<file path="config.mk">
export PLATFORM = sky130hd
export DESIGN_NAME = mem_access_ctrl
export DESIGN_NICKNAME = d
export VERILOG_FILES = /design/src/rtl/mem_access_ctrl_pkg.sv /design/src/rtl/mem_lane_align.sv /design/src/rtl/mem_access_ctrl.sv
export SDC_FILE = /design/constraint.sdc
export NUM_CORES = 1
export LEC_CHECK = 0
export CORE_ASPECT_RATIO = 2
export CORE_MARGIN = 8
export CORE_UTILIZATION = 43
export CTS_CLUSTER_SIZE = 30
export DETAILED_ROUTE_END_ITERATION = 7
export PLACE_DENSITY = 0.76
export SYNTH_ARGS = -nofsm -noshare
export SYNTH_HDL_FRONTEND = slang
export SYNTH_HIERARCHICAL = 1
export SYNTH_SLANG_ARGS = --single-unit
</file>
<file path="constraint.sdc">
create_clock -name clk -period 3.2 [get_ports clk]
set_input_delay 0.8 -clock clk [delete_from_list [all_inputs] [get_ports clk]]
set_output_delay 0.8 -clock clk [all_outputs]
set_load 0.02 [all_outputs]
</file>
<file path="src/rtl/mem_access_ctrl_pkg.sv">
// rtl/mem_access_ctrl_pkg.sv - access codes, FSM states and legality check for mem_access_ctrl
package mem_access_ctrl_pkg;

  typedef enum logic [1:0] {
    ST_IDLE = 2'd0,
    ST_REQ  = 2'd1,
    ST_RESP = 2'd2
  } state_e;

  localparam logic [1:0] DMWR_NONE = 2'b00;
  localparam logic [1:0] DMWR_SW   = 2'b01;
  localparam logic [1:0] DMWR_SH   = 2'b10;
  localparam logic [1:0] DMWR_SB   = 2'b11;

  localparam logic [2:0] DMRE_NONE = 3'b000;
  localparam logic [2:0] DMRE_LW   = 3'b001;
  localparam logic [2:0] DMRE_LH   = 3'b010;
  localparam logic [2:0] DMRE_LHU  = 3'b011;
  localparam logic [2:0] DMRE_LB   = 3'b100;
  localparam logic [2:0] DMRE_LBU  = 3'b101;

  // Conflicting codes, unknown load code, or offset not aligned to the access size.
  function automatic logic access_illegal(logic [1:0] off, logic [1:0] dmwr, logic [2:0] dmre);
    logic bad;
    bad = 1'b0;
    if (dmwr != DMWR_NONE && dmre != DMRE_NONE) bad = 1'b1;
    if (dmre == 3'b110 || dmre == 3'b111) bad = 1'b1;
    if ((dmwr == DMWR_SW || dmre == DMRE_LW) && off != 2'b00) bad = 1'b1;
    if ((dmwr == DMWR_SH || dmre == DMRE_LH || dmre == DMRE_LHU) && off[0]) bad = 1'b1;
    return bad;
  endfunction

endpackage

</file>
<file path="src/rtl/mem_lane_align.sv">
// rtl/mem_lane_align.sv - byte enables, store lane replication and load extract/extend
module mem_lane_align
  import mem_access_ctrl_pkg::*;
(
  input  logic [1:0]  off_i,
  input  logic [1:0]  dmwr_i,
  input  logic [2:0]  dmre_i,
  input  logic [31:0] wdata_raw_i,
  input  logic [31:0] rdata_raw_i,
  output logic [3:0]  be_o,
  output logic [31:0] wdata_o,
  output logic [31:0] rdata_o
);

  logic [7:0]  rbyte;
  logic [15:0] rhalf;

  always_comb begin
    rbyte = rdata_raw_i[8*off_i +: 8];
    rhalf = off_i[1] ? rdata_raw_i[31:16] : rdata_raw_i[15:0];

    be_o    = 4'b0000;
    wdata_o = 32'h0;
    case (dmwr_i)
      DMWR_SW: begin be_o = 4'b1111; wdata_o = wdata_raw_i; end
      DMWR_SH: begin
        be_o    = off_i[1] ? 4'b1100 : 4'b0011;
        wdata_o = {2{wdata_raw_i[15:0]}};
      end
      DMWR_SB: begin be_o = 4'b0001 << off_i; wdata_o = {4{wdata_raw_i[7:0]}}; end
      default: if (dmre_i != DMRE_NONE) be_o = 4'b1111;
    endcase

    case (dmre_i)
      DMRE_LH:  rdata_o = {{16{rhalf[15]}}, rhalf};
      DMRE_LHU: rdata_o = {16'h0, rhalf};
      DMRE_LB:  rdata_o = {{24{rbyte[7]}}, rbyte};
      DMRE_LBU: rdata_o = {24'h0, rbyte};
      default:  rdata_o = rdata_raw_i;
    endcase
  end

endmodule

</file>
<file path="src/rtl/mem_access_ctrl.sv">
// rtl/mem_access_ctrl.sv - runs one valid/ready bus transaction per MEM-step access
module mem_access_ctrl
  import mem_access_ctrl_pkg::*;
#(
  parameter int TIMEOUT = 16,
  parameter int CNT_W   = 8
) (
  input  logic        clk,
  input  logic        rst,
  input  logic        cpu_req,
  input  logic [31:0] cpu_addr,
  input  logic [1:0]  cpu_dmwr,
  input  logic [2:0]  cpu_dmre,
  input  logic [31:0] cpu_wdata,
  output logic [31:0] cpu_rdata,
  output logic        cpu_done,
  output logic        cpu_err,
  output logic        bus_valid,
  input  logic        bus_ready,
  output logic        bus_we,
  output logic [31:0] bus_addr,
  output logic [3:0]  bus_be,
  output logic [31:0] bus_wdata,
  input  logic [31:0] bus_rdata
);

  state_e             state_q;
  logic [31:0]        addr_q;
  logic [1:0]         dmwr_q;
  logic [2:0]         dmre_q;
  logic [31:0]        wdata_q;
  logic [CNT_W-1:0]   cnt_q;
  logic               valid_q;
  logic               done_q;
  logic               err_q;
  logic [31:0]        rdata_q;
  logic [31:0]        load_val;

  // Lane logic works off latched request fields, so bus fields stay stable through REQ.
  mem_lane_align u_align (
    .off_i       (addr_q[1:0]),
    .dmwr_i      (dmwr_q),
    .dmre_i      (dmre_q),
    .wdata_raw_i (wdata_q),
    .rdata_raw_i (bus_rdata),
    .be_o        (bus_be),
    .wdata_o     (bus_wdata),
    .rdata_o     (load_val)
  );

  always_ff @(posedge clk or negedge rst) begin
    if (!rst) begin
      state_q <= ST_IDLE;
      addr_q  <= 32'h0;
      dmwr_q  <= DMWR_NONE;
      dmre_q  <= DMRE_NONE;
      wdata_q <= 32'h0;
      cnt_q   <= '0;
      valid_q <= 1'b0;
      done_q  <= 1'b0;
      err_q   <= 1'b0;
      rdata_q <= 32'h0;
    end else begin
      case (state_q)
        ST_IDLE: if (cpu_req) begin
          addr_q  <= cpu_addr;
          dmwr_q  <= cpu_dmwr;
          dmre_q  <= cpu_dmre;
          wdata_q <= cpu_wdata;
          if (cpu_dmwr == DMWR_NONE && cpu_dmre == DMRE_NONE) begin
            state_q <= ST_RESP;
            done_q  <= 1'b1;
            err_q   <= 1'b0;
          end else if (access_illegal(cpu_addr[1:0], cpu_dmwr, cpu_dmre)) begin
            state_q <= ST_RESP;
            done_q  <= 1'b1;
            err_q   <= 1'b1;
          end else begin
            state_q <= ST_REQ;
            valid_q <= 1'b1;
            cnt_q   <= '0;
          end
        end
        ST_REQ: begin
          if (bus_ready) begin
            if (dmre_q != DMRE_NONE) rdata_q <= load_val;
            valid_q <= 1'b0;
            state_q <= ST_RESP;
            done_q  <= 1'b1;
            err_q   <= 1'b0;
          end else if (cnt_q == CNT_W'(TIMEOUT - 1)) begin
            valid_q <= 1'b0;
            state_q <= ST_RESP;
            done_q  <= 1'b1;
            err_q   <= 1'b1;
          end else begin
            cnt_q <= cnt_q + 1'b1;
          end
        end
        ST_RESP: begin
          done_q  <= 1'b0;
          err_q   <= 1'b0;
          state_q <= ST_IDLE;
        end
        default: state_q <= ST_IDLE;
      endcase
    end
  end

  assign cpu_rdata = rdata_q;
  assign cpu_done  = done_q;
  assign cpu_err   = err_q;
  assign bus_valid = valid_q;
  assign bus_we    = (dmwr_q != DMWR_NONE);
  assign bus_addr  = {addr_q[31:2], 2'b00};

endmodule

</file>
==> results.ini <==
[worst_setup_path]
reg2regPathDepth = 6
endpoint_kind = primary output
worstPathArrival_ns = 2.23
worstSetupPathType = flip-flop to primary output
r2r_slack_ns = 0.69
path_max_fanout = 24
reg2reg_to = cnt_q[7]
start_kind = flip-flop
crit_chain = buf_4 > nor2b_1 > buf_6 > nand2_1 > nand2_1 > clkdlybuf4s50_1
worstPathRequired_ns = 2.40
max_stage_delay_ns = 0.62
cp_slowest_cell = clkdlybuf4s50_1
r2r-start = state_q[1]
crit_top_cell = nand2_1

[floorplanning]
initial_utilization_pct = 43.6
die_x_um = 101
die_y_um = 186
dieArea_um2 = 18700
core_um2 = 14200
std_cell_rows = 62
ios = 209

[routing]
drt_first_pass_iters = 4
via_per_inst = 5.38
drtIter0Drc = 176
antenna_left = 0
avgRoutedWirePerCell_um = 18.9
drc = 0
routed_wirelength_mm = 17.4
vias = 4953

[sta]
timing.setup.tns_ns = 0
fin_ws_ns = 0.166
slew_viol_final = 0
finalCriticalPeriod_ns = 3.03
hold_viol = 0
max_slew.worst_pin.slew_ns = 0.944
max_freq_mhz = 330
setup_violations = 0
post-route-period-util_pct = 94.8
whs_ns = 0.304
slew_headroom_pct = 36.8
rsz0062_at_grt = no
skew_ns = 0.0148

[global_routing]
antenna_found_initial = 0
grt_pass1_wl_mm = 27.5
grt.total_usage_pct = 18.8
grt_pass1_vias = 5114
overflow = 0
grt_max_degree = 55

[yosys]
synth_edf_count = 0
avgSynthCellArea_um2 = 11.5
ys_ff_latch = 114
ys_types = 53
ys_seq_area_share_pct = 46.1
syn_area_um2 = 6190
async_flop_share_pct = 100
synthCells = 541
yosysWarnings = 6
synth-main-ff-cell = dfrtp_1

[clocking]
clockRootBuffer = clkbuf_16
clkSinkCount = 114
tritoncts = built
cts_setup_buffers = 0
cts.path.max_buffers = 2
htreeDepth = 4
cts_inserted_buffers = 17
cts.clk_slew.worst_paths_ns = 0.06
clk_latency_ns = 0.41

[layout]
finalNetCount = 824
drive_gt1_share_pct = 24.9
syn_to_final_growth_pct = 42.9
antenna_cells = 0

[pwr]
irDropWorstVdd_mv = 0.657
p_per_area_nw_per_um2 = 1100
p_leak_nw = 3.71

[placed_design]
place_ws_ns = 0.301
hpwl_mm = 12.8
port_buffers = 206
gp_congestion = 0.854

[job]
cap_violations = 0

[status]
status = complete, no violations

[min_path]
hp-class = primary input to asynchronous set/reset pin

## report_power, final
group / switching (W) / internal (W) / total (W) / leakage, nW
Combinational: 0.00259 / 0.00260 / 0.00519 / 2.01
Sequential: 0.000461 / 0.00210 / 0.00256 / 1.40
Clock: 0.000672 / 0.00132 / 0.00199 / 0.298
Total: 0.00372 / 0.00601 / 0.00973 / 3.71
## state kept, by name, indices dropped and copies added (netlist names)
register   count
dmwr_q         2
addr_q        32
bus_valid      1
cpu_done       1
cnt_q          8
state_q        2
cpu_rdata     32
dmre_q         3
cpu_err        1
wdata_q       32
## synth_stat cells, types with 4 or more instances
library cell  instances  area (um^2)
clkbuf_1             10         37.5
a21oi_1               6         30.0
buf_2                 8         40.0
inv_1                 9         33.8
buf_1                 9         33.8
buf_6                 8         90.1
mux4_2                7          158
a22o_1                8         70.1
buf_4                32          240
o211ai_1             29          218
nand2_1              55          206
a221o_1               7         70.1
dfrtp_1             114         2850
ha_1                  4         50.1
mux2_2              111         1250
nor2b_1              16          100
nand3_1              16         80.1
nand2b_1              5         31.3
o21ai_0              31          155
nor2_1               10         37.5
## cells in the final DEF (no fill, tap or decap), drive strengths merged, types with 6 or more instances in the layout
| master | synthesis | routed |
|---|---|---|
| o211ai | 29 | 29 |
| mux2 | 113 | 113 |
| clkinv | 0 | 6 |
| o21ai | 31 | 31 |
| clkdlybuf4s50 | 0 | 205 |
| mux4 | 7 | 7 |
| nor2b | 16 | 16 |
| clkbuf | 10 | 18 |
| buf | 57 | 16 |
| nand3 | 16 | 16 |
| dfrtp | 114 | 114 |
| a22o | 8 | 8 |
| a221o | 7 | 7 |
| nand2 | 55 | 55 |
| a21oi | 6 | 6 |
| inv | 9 | 9 |
| nor2 | 10 | 10 |
## worst max path at each step
| stage | start | to | slack (ns) |
|---|---|---|---|
| after floorplan | cpu_dmwr[1] | cnt_q[7] | 0.96 |
| after global placement | cpu_addr[0] | cpu_err | 0.38 |
| after detailed placement | cpu_addr[0] | cpu_err | 0.30 |
| after CTS | dmwr_q[1] | bus_be[0] | 0.05 |
| after global routing | dmwr_q[0] | bus_wdata[29] | 0.04 |
| final | dmwr_q[0] | bus_wdata[11] | 0.17 |
## worst max-delay path, delay by kind of cell (launching register included)
family                 cells  cell delay, ns
buffers and inverters      3            1.09
flip-flops                 1            0.36
AND/OR/NAND/NOR            3            0.37
## metrics by stage
stage	cells	util [%]	power [W]	area, um^2
after floorplan	542	-	0.00583	6200
after global placement	888	57.9	0.00768	8220
after detailed placement	888	57.9	0.00779	8220
after CTS	920	62.3	0.00982	8850
after global routing	920	62.4	0.0103	8850
final	920	62.4	0.00973	8850
## what timing repair did
item / CTS / global route
resized for setup: 0 / 2
setup endpoints to repair: 0 / 4
hold endpoints to repair: 0 / 0
hold buffers: 0 / 0
## per-layer routing
metal / part of all wire [%] / wire [um] / up-vias / global-route usage (%)
li1: - / - / 2271 / -
met3: 9.4 / 1630 / 13 / 6.52
met4: 1.1 / 196 / 0 / 6.28
met1: 43 / 7400 / 2460 / 23.9
met2: 47 / 8170 / 209 / 29.0
met5: 0 / 0 / - / 0
## area by class of cell
type                            count  area, um^2
Clock buffer                       18         439
Clock inverter                     14         188
Fill cell                        1173        5340
Inverter                            9        33.8
Multi-Input combinational cell    352        2900
Sequential cell                   114        2850
Tap cell                          192         240
Timing Repair Buffer              221        2200
## kinds of logic (layout without fill, tap and decap cells)
family                     count (synthesis)  in the layout  share of synthesized area, %
AOI/OAI and AO/OA                         98             98                          11.6
muxes                                    122            122                          23.5
and+or+nand+nor                          126            126                          10.3
buffers and inverters                     76            262                          7.68
DFF                                      114            114                          46.1
adders and majority gates                  4              4                         0.808
other                                      1              2                        0.0605
(Power assumes the default switching activity.)
